--- config.mk ---
export PLATFORM = sky130hd
export DESIGN_NAME = multiword_addsub_seq
export DESIGN_NICKNAME = d
export VERILOG_FILES = /design/src/rtl/multiword_addsub_seq_pkg.sv /design/src/rtl/multiword_addsub_seq_ripple_carry_n.sv /design/src/rtl/multiword_addsub_seq.sv
export SDC_FILE = /design/constraint.sdc
export NUM_CORES = 1
export LEC_CHECK = 0
export BUFFER_PORTS_ARGS = -buffer_cell sky130_fd_sc_hd__clkbuf_2
export CORE_MARGIN = 1
export CORE_UTILIZATION = 45
export CTS_BUF_LIST = sky130_fd_sc_hd__clkbuf_4
export DETAILED_ROUTE_END_ITERATION = 8
export PLACE_DENSITY = 0.67
export SYNTH_ARGS = -nofsm -noshare
export SYNTH_HDL_FRONTEND = slang
export SYNTH_SLANG_ARGS = --single-unit
--- constraint.sdc ---
create_clock -name i_clk -period 4 [get_ports i_clk]
set_input_delay 0.4 -clock i_clk [delete_from_list [all_inputs] [get_ports i_clk]]
set_output_delay 0.4 -clock i_clk [all_outputs]
set_load 0.02 [all_outputs]
--- src/rtl/multiword_addsub_seq_pkg.sv ---
// Shared definitions for the nibble-serial add/subtract sequencer.
// Holds the state encoding and the adder slice width.
package multiword_addsub_seq_pkg;

    localparam int NIB_W = 4;

    localparam logic [1:0] IDLE = 2'd0;
    localparam logic [1:0] RUN  = 2'd1;
    localparam logic [1:0] DONE = 2'd2;

    typedef enum logic [1:0] {
        S_IDLE = IDLE,
        S_RUN  = RUN,
        S_DONE = DONE
    } state_t;

endpackage

--- src/rtl/multiword_addsub_seq_ripple_carry_n.sv ---
// N-bit ripple-carry adder built from a chain of full-adder cells.
// This is the shared datapath adder that the sequencer time-multiplexes.
module ripple_carry_n #(
    parameter int N = 4
) (
    input  logic [N-1:0] i_a,
    input  logic [N-1:0] i_b,
    input  logic         i_cin,
    output logic [N-1:0] o_sum,
    output logic         o_cout
);

    // NOTE: the running carry is a blocking temporary inside always_comb;
    // every output gets a default first so no latch is inferred.
    always_comb begin
        logic w_c;
        o_sum = '0;
        w_c   = i_cin;
        for (int i = 0; i < N; i++) begin
            o_sum[i] = i_a[i] ^ i_b[i] ^ w_c;
            w_c      = (i_a[i] & i_b[i]) | (w_c & (i_a[i] ^ i_b[i]));
        end
        o_cout = w_c;
    end

endmodule

--- src/rtl/multiword_addsub_seq.sv ---
// WIDTH-bit add/subtract performed one nibble per clock through a single
// 4-bit ripple adder, LSB nibble first, with the carry held between steps.
module multiword_addsub_seq
    import multiword_addsub_seq_pkg::*;
#(
    parameter int WIDTH = 16
) (
    input  logic             i_clk,
    input  logic             i_rst,
    input  logic             i_start,
    input  logic             i_sub,
    input  logic [WIDTH-1:0] i_a,
    input  logic [WIDTH-1:0] i_b,
    output logic             o_busy,
    output logic             o_done,
    output logic [WIDTH-1:0] o_sum,
    output logic             o_cout,
    output logic             o_ovf
);

    localparam int N     = WIDTH / NIB_W;
    localparam int IDX_W = $clog2(N);
    localparam logic [IDX_W-1:0] LAST_IDX = IDX_W'(N - 1);

    state_t           r_state;
    logic [WIDTH-1:0] r_a;
    logic [WIDTH-1:0] r_b;
    logic [WIDTH-1:0] r_acc;
    logic [IDX_W-1:0] r_idx;
    logic             r_carry;
    logic [WIDTH-1:0] r_sum;
    logic             r_cout;
    logic             r_ovf;
    logic             r_busy;
    logic             r_done;

    logic [NIB_W-1:0] w_nib_sum;
    logic             w_nib_cout;
    logic             w_ovf;

    ripple_carry_n #(
        .N (NIB_W)
    ) u_adder (
        .i_a    (r_a[NIB_W*int'(r_idx) +: NIB_W]),
        .i_b    (r_b[NIB_W*int'(r_idx) +: NIB_W]),
        .i_cin  (r_carry),
        .o_sum  (w_nib_sum),
        .o_cout (w_nib_cout)
    );

    // B already holds ~b for subtraction, so this is the plain addition rule.
    assign w_ovf = (r_a[WIDTH-1] == r_b[WIDTH-1]) &&
                   (w_nib_sum[NIB_W-1] != r_a[WIDTH-1]);

    // NOTE: all sequential state uses non-blocking assignments so every
    // register samples the pre-edge values of the others.
    always_ff @(posedge i_clk) begin
        if (i_rst) begin
            r_state <= S_IDLE;
            r_a     <= '0;
            r_b     <= '0;
            r_acc   <= '0;
            r_idx   <= '0;
            r_carry <= 1'b0;
            r_sum   <= '0;
            r_cout  <= 1'b0;
            r_ovf   <= 1'b0;
            r_busy  <= 1'b0;
            r_done  <= 1'b0;
        end else begin
            r_done <= 1'b0;
            case (r_state)
                S_IDLE: begin
                    if (i_start) begin
                        r_a     <= i_a;
                        r_b     <= i_sub ? ~i_b : i_b;
                        r_carry <= i_sub;
                        r_idx   <= '0;
                        r_busy  <= 1'b1;
                        r_state <= S_RUN;
                    end
                end
                S_RUN: begin
                    r_acc[NIB_W*int'(r_idx) +: NIB_W] <= w_nib_sum;
                    r_carry <= w_nib_cout;
                    r_idx   <= r_idx + 1'b1;
                    if (r_idx == LAST_IDX) begin
                        // The top nibble is not in r_acc yet, so splice it in.
                        r_sum   <= {w_nib_sum, r_acc[WIDTH-NIB_W-1:0]};
                        r_cout  <= w_nib_cout;
                        r_ovf   <= w_ovf;
                        r_busy  <= 1'b0;
                        r_done  <= 1'b1;
                        r_state <= S_DONE;
                    end
                end
                S_DONE: begin
                    r_state <= S_IDLE;
                end
                default: begin
                    r_state <= S_IDLE;
                end
            endcase
        end
    end

    assign o_busy = r_busy;
    assign o_done = r_done;
    assign o_sum  = r_sum;
    assign o_cout = r_cout;
    assign o_ovf  = r_ovf;

endmodule

==> Word level (Yosys, flattened, before mapping) <==
Cells that the tools add are included.
{ "classes": {"add_sub_neg": 2, "n_mul": 0, "n_div": 0, "magnitude_cmp": 0, "n_eq_ne": 6, "n_shift": 4, "n_mux": 13, "bitwise_logic": 22, "reduce_logical": 9} }
{ "op_table": {"columns": ["operator", "count"], "rows": [
  ["4-bit negator with 33-bit output", 1],
  ["4-bit by 33-bit variable shift with 16-bit output (first input constant)", 1],
  ["4-bit by 33-bit indexed part select with 16-bit output", 1],
  ["16-bit by 5-bit indexed part select with 4-bit output", 2],
  ["16-bit bitwise mux", 1],
  ["16-bit two-way mux", 1],
  ["16-bit inverter", 1],
  ["1-bit bitwise AND", 8],
  ["2-bit case mux with 2 select lines", 2],
  ["2-bit AND reduction", 4],
  ["1-bit bitwise XOR", 8],
  ["2-bit two-way mux", 3],
  ["1-bit two-way mux", 4],
  ["2-bit != test (second input constant)", 2],
  ["1-bit OR", 4],
  ["1-bit case mux with 2 select lines", 2],
  ["3-bit AND reduction", 1],
  ["2-bit by 1-bit adder with 2-bit output (second input constant)", 1],
  ["2-bit by 1-bit equality test with 1-bit output (second input constant)", 1],
  ["2-bit equality test (second input constant)", 1],
  ["2-bit zero test", 1],
  ["2-bit nonzero test", 1],
  ["2-bit OR reduction", 1],
  ["1-bit equality test", 1],
  ["other kinds (3)", 3]
]} }
{ "word_totals": {"reg_bits": 73, "latch_bits": 0, "ramBits": 0, "mem_bits_ro": 0, "inputBits": 36, "out_inout_bits": 20, "elab_cells": 67, "mem_count": 0} }

==> Longest topological paths before layout <==
{ "logic_depth": {"word_depth": 11, "ltp_mapped": 13, "depth_no_buf": 12} }

==> Modules after synthesis <==
Synthesis repeated with hierarchy kept, for this count alone.
{ "hier_totals": {"cells_unflattened": 346, "area_unflattened_um2": 3050.4} }
{ "by_module_without_submodules": {"columns": ["module", "n_inst", "cells_each", "area_per_inst_um2", "seq_area_each_um2"], "rows": [
  ["multiword_addsub_seq", 1, 332, 2932.8, 1381.3],
  ["ripple_carry_n", 1, 14, 117.6, 0.0]
]} }

==> Worst setup path after synthesis <==
Ideal clock, no wire load.
{ "synth_timing": {"path_type": "reg2reg", "from": "reg r_idx[0]", "to": "reg r_ovf (netlist: o_ovf)", "setup_time_ns": 0.091, "arrival_ns": 3.080, "required_time_ns": 3.909, "slack_ns": 0.829, "stages_incl_launch_ff": 12, "cell_sequence": "dfxtp_1 > buf_4 > buf_2 > mux4_2 > fa_1 > inv_1 > fa_1 > inv_1 > fa_1 > inv_1 > or3_1 > a311oi_1"} }
{ "synth_between": {"elab_chain_len": 11, "elab_cells_between_ends": 20, "classes_between": "2 x eq/ne; 2 x shift; 14 x bitwise; 2 x reduce/logical"} }
{ "synth_rtl": {"columns": ["item", "line_no", "text"], "rows": [
  ["start, declared", "multiword_addsub_seq.sv:29", "logic [IDX_W-1:0] r_idx;"],
  ["start signal, assigned", "multiword_addsub_seq.sv:86", "r_idx <= r_idx + 1'b1;"],
  ["16-bit by 5-bit indexed part select with 4-bit output, on equally long branches", "multiword_addsub_seq.sv:44, multiword_addsub_seq.sv:45", null],
  ["1-bit bitwise XOR", "multiword_addsub_seq_ripple_carry_n.sv:21", "w_c = (i_a[i] & i_b[i]) | (w_c & (i_a[i] ^ i_b[i]));"],
  ["1-bit bitwise AND", "multiword_addsub_seq_ripple_carry_n.sv:21", null],
  ["1-bit OR", "multiword_addsub_seq_ripple_carry_n.sv:21", null],
  ["1-bit bitwise AND", "multiword_addsub_seq_ripple_carry_n.sv:21", null],
  ["1-bit OR", "multiword_addsub_seq_ripple_carry_n.sv:21", null],
  ["1-bit bitwise AND", "multiword_addsub_seq_ripple_carry_n.sv:21", null],
  ["1-bit OR", "multiword_addsub_seq_ripple_carry_n.sv:21", null],
  ["1-bit bitwise XOR (*)", "multiword_addsub_seq_ripple_carry_n.sv:20", "o_sum[i] = i_a[i] ^ i_b[i] ^ w_c;"],
  ["named net u_adder.o_sum[3]", "multiword_addsub_seq_ripple_carry_n.sv:9", "output logic [N-1:0] o_sum,"],
  ["1-bit != test (*)", "multiword_addsub_seq.sv:53", "(w_nib_sum[NIB_W-1] != r_a[WIDTH-1]);"],
  ["1-bit logical AND (*)", "multiword_addsub_seq.sv:52", "assign w_ovf = (r_a[WIDTH-1] == r_b[WIDTH-1]) &&"],
  ["end signal, assigned", "multiword_addsub_seq.sv:91", "r_ovf <= w_ovf;"],
  ["end, declared", "multiword_addsub_seq.sv:33", "logic r_ovf;"]
]} }
The timed path passes the listed nets; every way through them passes the cells marked *.
A chain may end at the register's enable or synchronous reset.

==> Worst setup path in the final report <==
Ends and elaborated chain as after synthesis.

==> reports/metrics.cfg <==
[placed_design]
place.gp.congestion=0.777
hpwl_mm=4.18
io_buffers=55

[synth]
synth-simple-area-share_pct=19.4
number_of_synthesized_flops_with_an_enable_pin=0
yosys_warnings=0
ys_types=36
synth_xor_xnor_area_share_pct=4.58
share_of_the_synthesized_area_in_compound_gates_ao_oa_aoi_oai_pct=13.7
synth.mux.area_fraction_pct=6.21
ys_dominant_reg_cell=dfxtp_1
postSynthNetCount=383
syn-mean-instance-area_sq_um=9.05
synthesis.instances=338
synth.cell_area_sq_um=3060
synth-adder-area-share_pct=4.66
combinational_family_with_the_most_area_after_synthesis=simple AND/OR/NAND/NOR gates
ys_seq_area_share_pct=45.1
ys_seq_elements=69
asyncSetResetFlopFracSynth_pct=0

[floorplan]
floorplan.initialDensity_pct=47.4
placement_rows=29
pin_count=56
core_area_sq_um=6460
die_w_microns=84.5
chipHeight_microns=84.5
die_area_sq_um=7130

[routing]
drc=11
routed-via-count=2329
final_ant_viol_nets=0
drt_first_pass_iters=6
drt_iter0_drc=130
detail_route.wl_per_cell_microns=12.9
wirelength_mm=6.00
avgViaCountPerCell=5.01

[global_routing]
grt_remaining_overflow=0
grt_pass1_wl_mm=10.6
maximum_number_of_pins_on_one_net_before_global_route_repair=50
grt_pass1_vias=2192
grt.total_usage_pct=19.0
antenna_violations_before_repair=0

[finish]
layout.nets=428
synthToLayoutAreaGrowth_pct=12.2
number_of_antenna_cells_inserted=0
finish.utilization_pct=53.2
final_layout_size_suffix_gt1_share_pct=22.2
filler_cell_count=618

[outcome]
violated_checks=DRC
run_status=finished with violations

[clock_network]
cts_max_path_buffers=2
cts.sink_count=69
cts.hold.buffers_added=0
clk_pin_slew_worst_paths_ns=0.11
number_of_levels_the_h_tree_was_split_into=3
postCtsSetupRepairBufs=0
cts_resizes=0
root_buffer=clkbuf_4
tritoncts_clock_tree=yes
insertion_delay_ns=0.40
number_of_buffers_added_by_the_clock_tree_synthesis_step=9

[critical_path]
timing.critical_path.required_ns=4.31
worstPathMaxFanout=8
ff2ff_setup_slack_ns=0.57
timing.critical_path.arrival_ns=3.74
start_kind=flop
end_kind=flop
timing_worst_setup_path_type=reg -> reg

[sta]
report.final.slew_viol_count=0
setup-violations-final=0
finalCriticalPeriod_ns=3.43
max_slew_margin_pct=36.6
worst_pin_slew_ns=0.952
final_min_period_over_clock_period_pct=85.8
clock.fmax_mhz=291
hold_viol_final=0
final.setup.tns_ns=0
rsz0062_at_grt=no
fin_skew_ns=0.0125

[power]
power_frac_clock_pct=28.3
leakage_power_of_the_design_nw=1.36
power.switching_mw=0.351
swShare_pct=27.6
total_power_per_unit_cell_area_nw_per_um2=371
share_comb_of_total_power_pct=13.7
p_seq_share_pct=58.0
vdd_ir_drop_max_mv=0.268
p_int_mw=0.923

[job]
max_cap_viol_count=0

[min_path]
hold_path_class=in -> reg

registers in the layout (all words and copies together), names as in the netlist:
signal	count
r_acc	12
o_sum	16
r_a	16
r_idx	2
r_b	16
o_busy	1
r_state	2
o_done	1
o_ovf	1
r_carry	1
o_cout	1
power by group through the flow:
stage	clock (mW)	sequential (mW)	combinational, mW
finish	0.360	0.739	0.174
detailed placement	0	0.755	0.176
CTS	0.374	0.739	0.176
floorplan	0	0.744	0.136
global route	0.409	0.744	0.198
global placement	0	0.754	0.173
path summary, 6_finish.rpt:
| kind | start | endpoint | depth (start not counted) |
|---|---|---|---|
| hold / removal | i_a[5] | r_a[5] | 3 |
| setup reg to reg | r_idx[0] | o_ovf | 12 |
| setup / recovery | r_idx[0] | o_ovf | 12 |
| hold reg to reg | r_acc[8] | r_acc[8] | 2 |
cells in the final DEF, fill, tap and decap left out, drive strengths merged, types with 2 or more instances in the layout:
master   n
a211oi  18
a21oi   44
and3b    2
buf      4
clkbuf  65
clkinv   5
dfxtp   69
fa       4
ha       5
inv     14
mux4     8
nand2   72
nand2b   5
nand3b   3
nand4    5
nor2    26
nor3b    2
o21ai    2
o32ai    4
or4      4
xnor2   16
cell type report:
| type | count | area [sq um] | area share (%) |
|---|---|---|---|
| multi-input cells | 230 | 1490 | 43.5 |
| flip-flops and latches | 69 | 1380 | 40.2 |
| repair buffers | 59 | 305 | 8.89 |
| well taps | 77 | 96.3 | 2.81 |
| clock buffers | 10 | 75.1 | 2.19 |
| inverters | 14 | 52.6 | 1.53 |
| clock inverters | 6 | 30.0 | 0.874 |
Yosys cell counts, drive strengths merged, types with 3 or more instances:
cell type  instances  area share (%)
nor2              26             3.2
a21oi             44             7.2
dfxtp             69              45
nand2b             5             1.0
ha                 5             2.0
nand3b             3             1.7
o32ai              4             1.1
a211oi            18             4.4
nand4              5             1.0
mux4               8             5.9
buf               18             3.6
nand2             72             8.8
inv               14             1.7
fa                 4             2.6
or4                4            0.98
clkbuf             7            0.90
xnor2             16             4.6
per-layer routing:
metal  vias up  global-route usage, %  wire, microns
met5         -                      0              0
met4         0                   5.86             70
met3         7                   6.39            239
met2        43                   30.2           2800
met1      1039                   24.6           2890
li1       1240                      -              -
worst max-delay path, cell delays in order (launching register included):
cell	delay [ns]
dfxtp_1	0.61
mux4_2	0.55
inv_1	0.09
fa_1	0.16
inv_1	0.05
fa_1	0.35
inv_1	0.07
fa_1	0.15
inv_1	0.05
fa_1	0.56
inv_1	0.09
or3_1	0.36
a311oi_1	0.26
metrics by stage:
stage | hold slack [ns] | setup slack (ns) | power (mW) | cell area, sq um | cells
6_report | 0.207 | 0.569 | 1.27 | 3430 | 465
5_1_grt | 0.171 | 0.309 | 1.35 | 3430 | 465
4_1_cts | 0.181 | 0.554 | 1.29 | 3430 | 465
3_5_place_dp | 0.446 | 0.573 | 0.931 | 3330 | 449
3_3_place_gp | 0.440 | 0.657 | 0.927 | 3330 | 449
2_1_floorplan | 0.432 | 0.829 | 0.880 | 3060 | 338
cells by family (layout without fill, tap and decap cells):
logic type | Yosys count | in the layout
AND/OR/NAND/NOR | 126 | 126
multiplexers | 9 | 9
XOR/XNOR | 16 | 16
AO/OA/AOI/OAI | 70 | 70
adder cells (fa/ha/maj) | 9 | 9
flip-flops | 69 | 69
buffers and inverters | 39 | 89
Power figures use the tool's default switching activity.
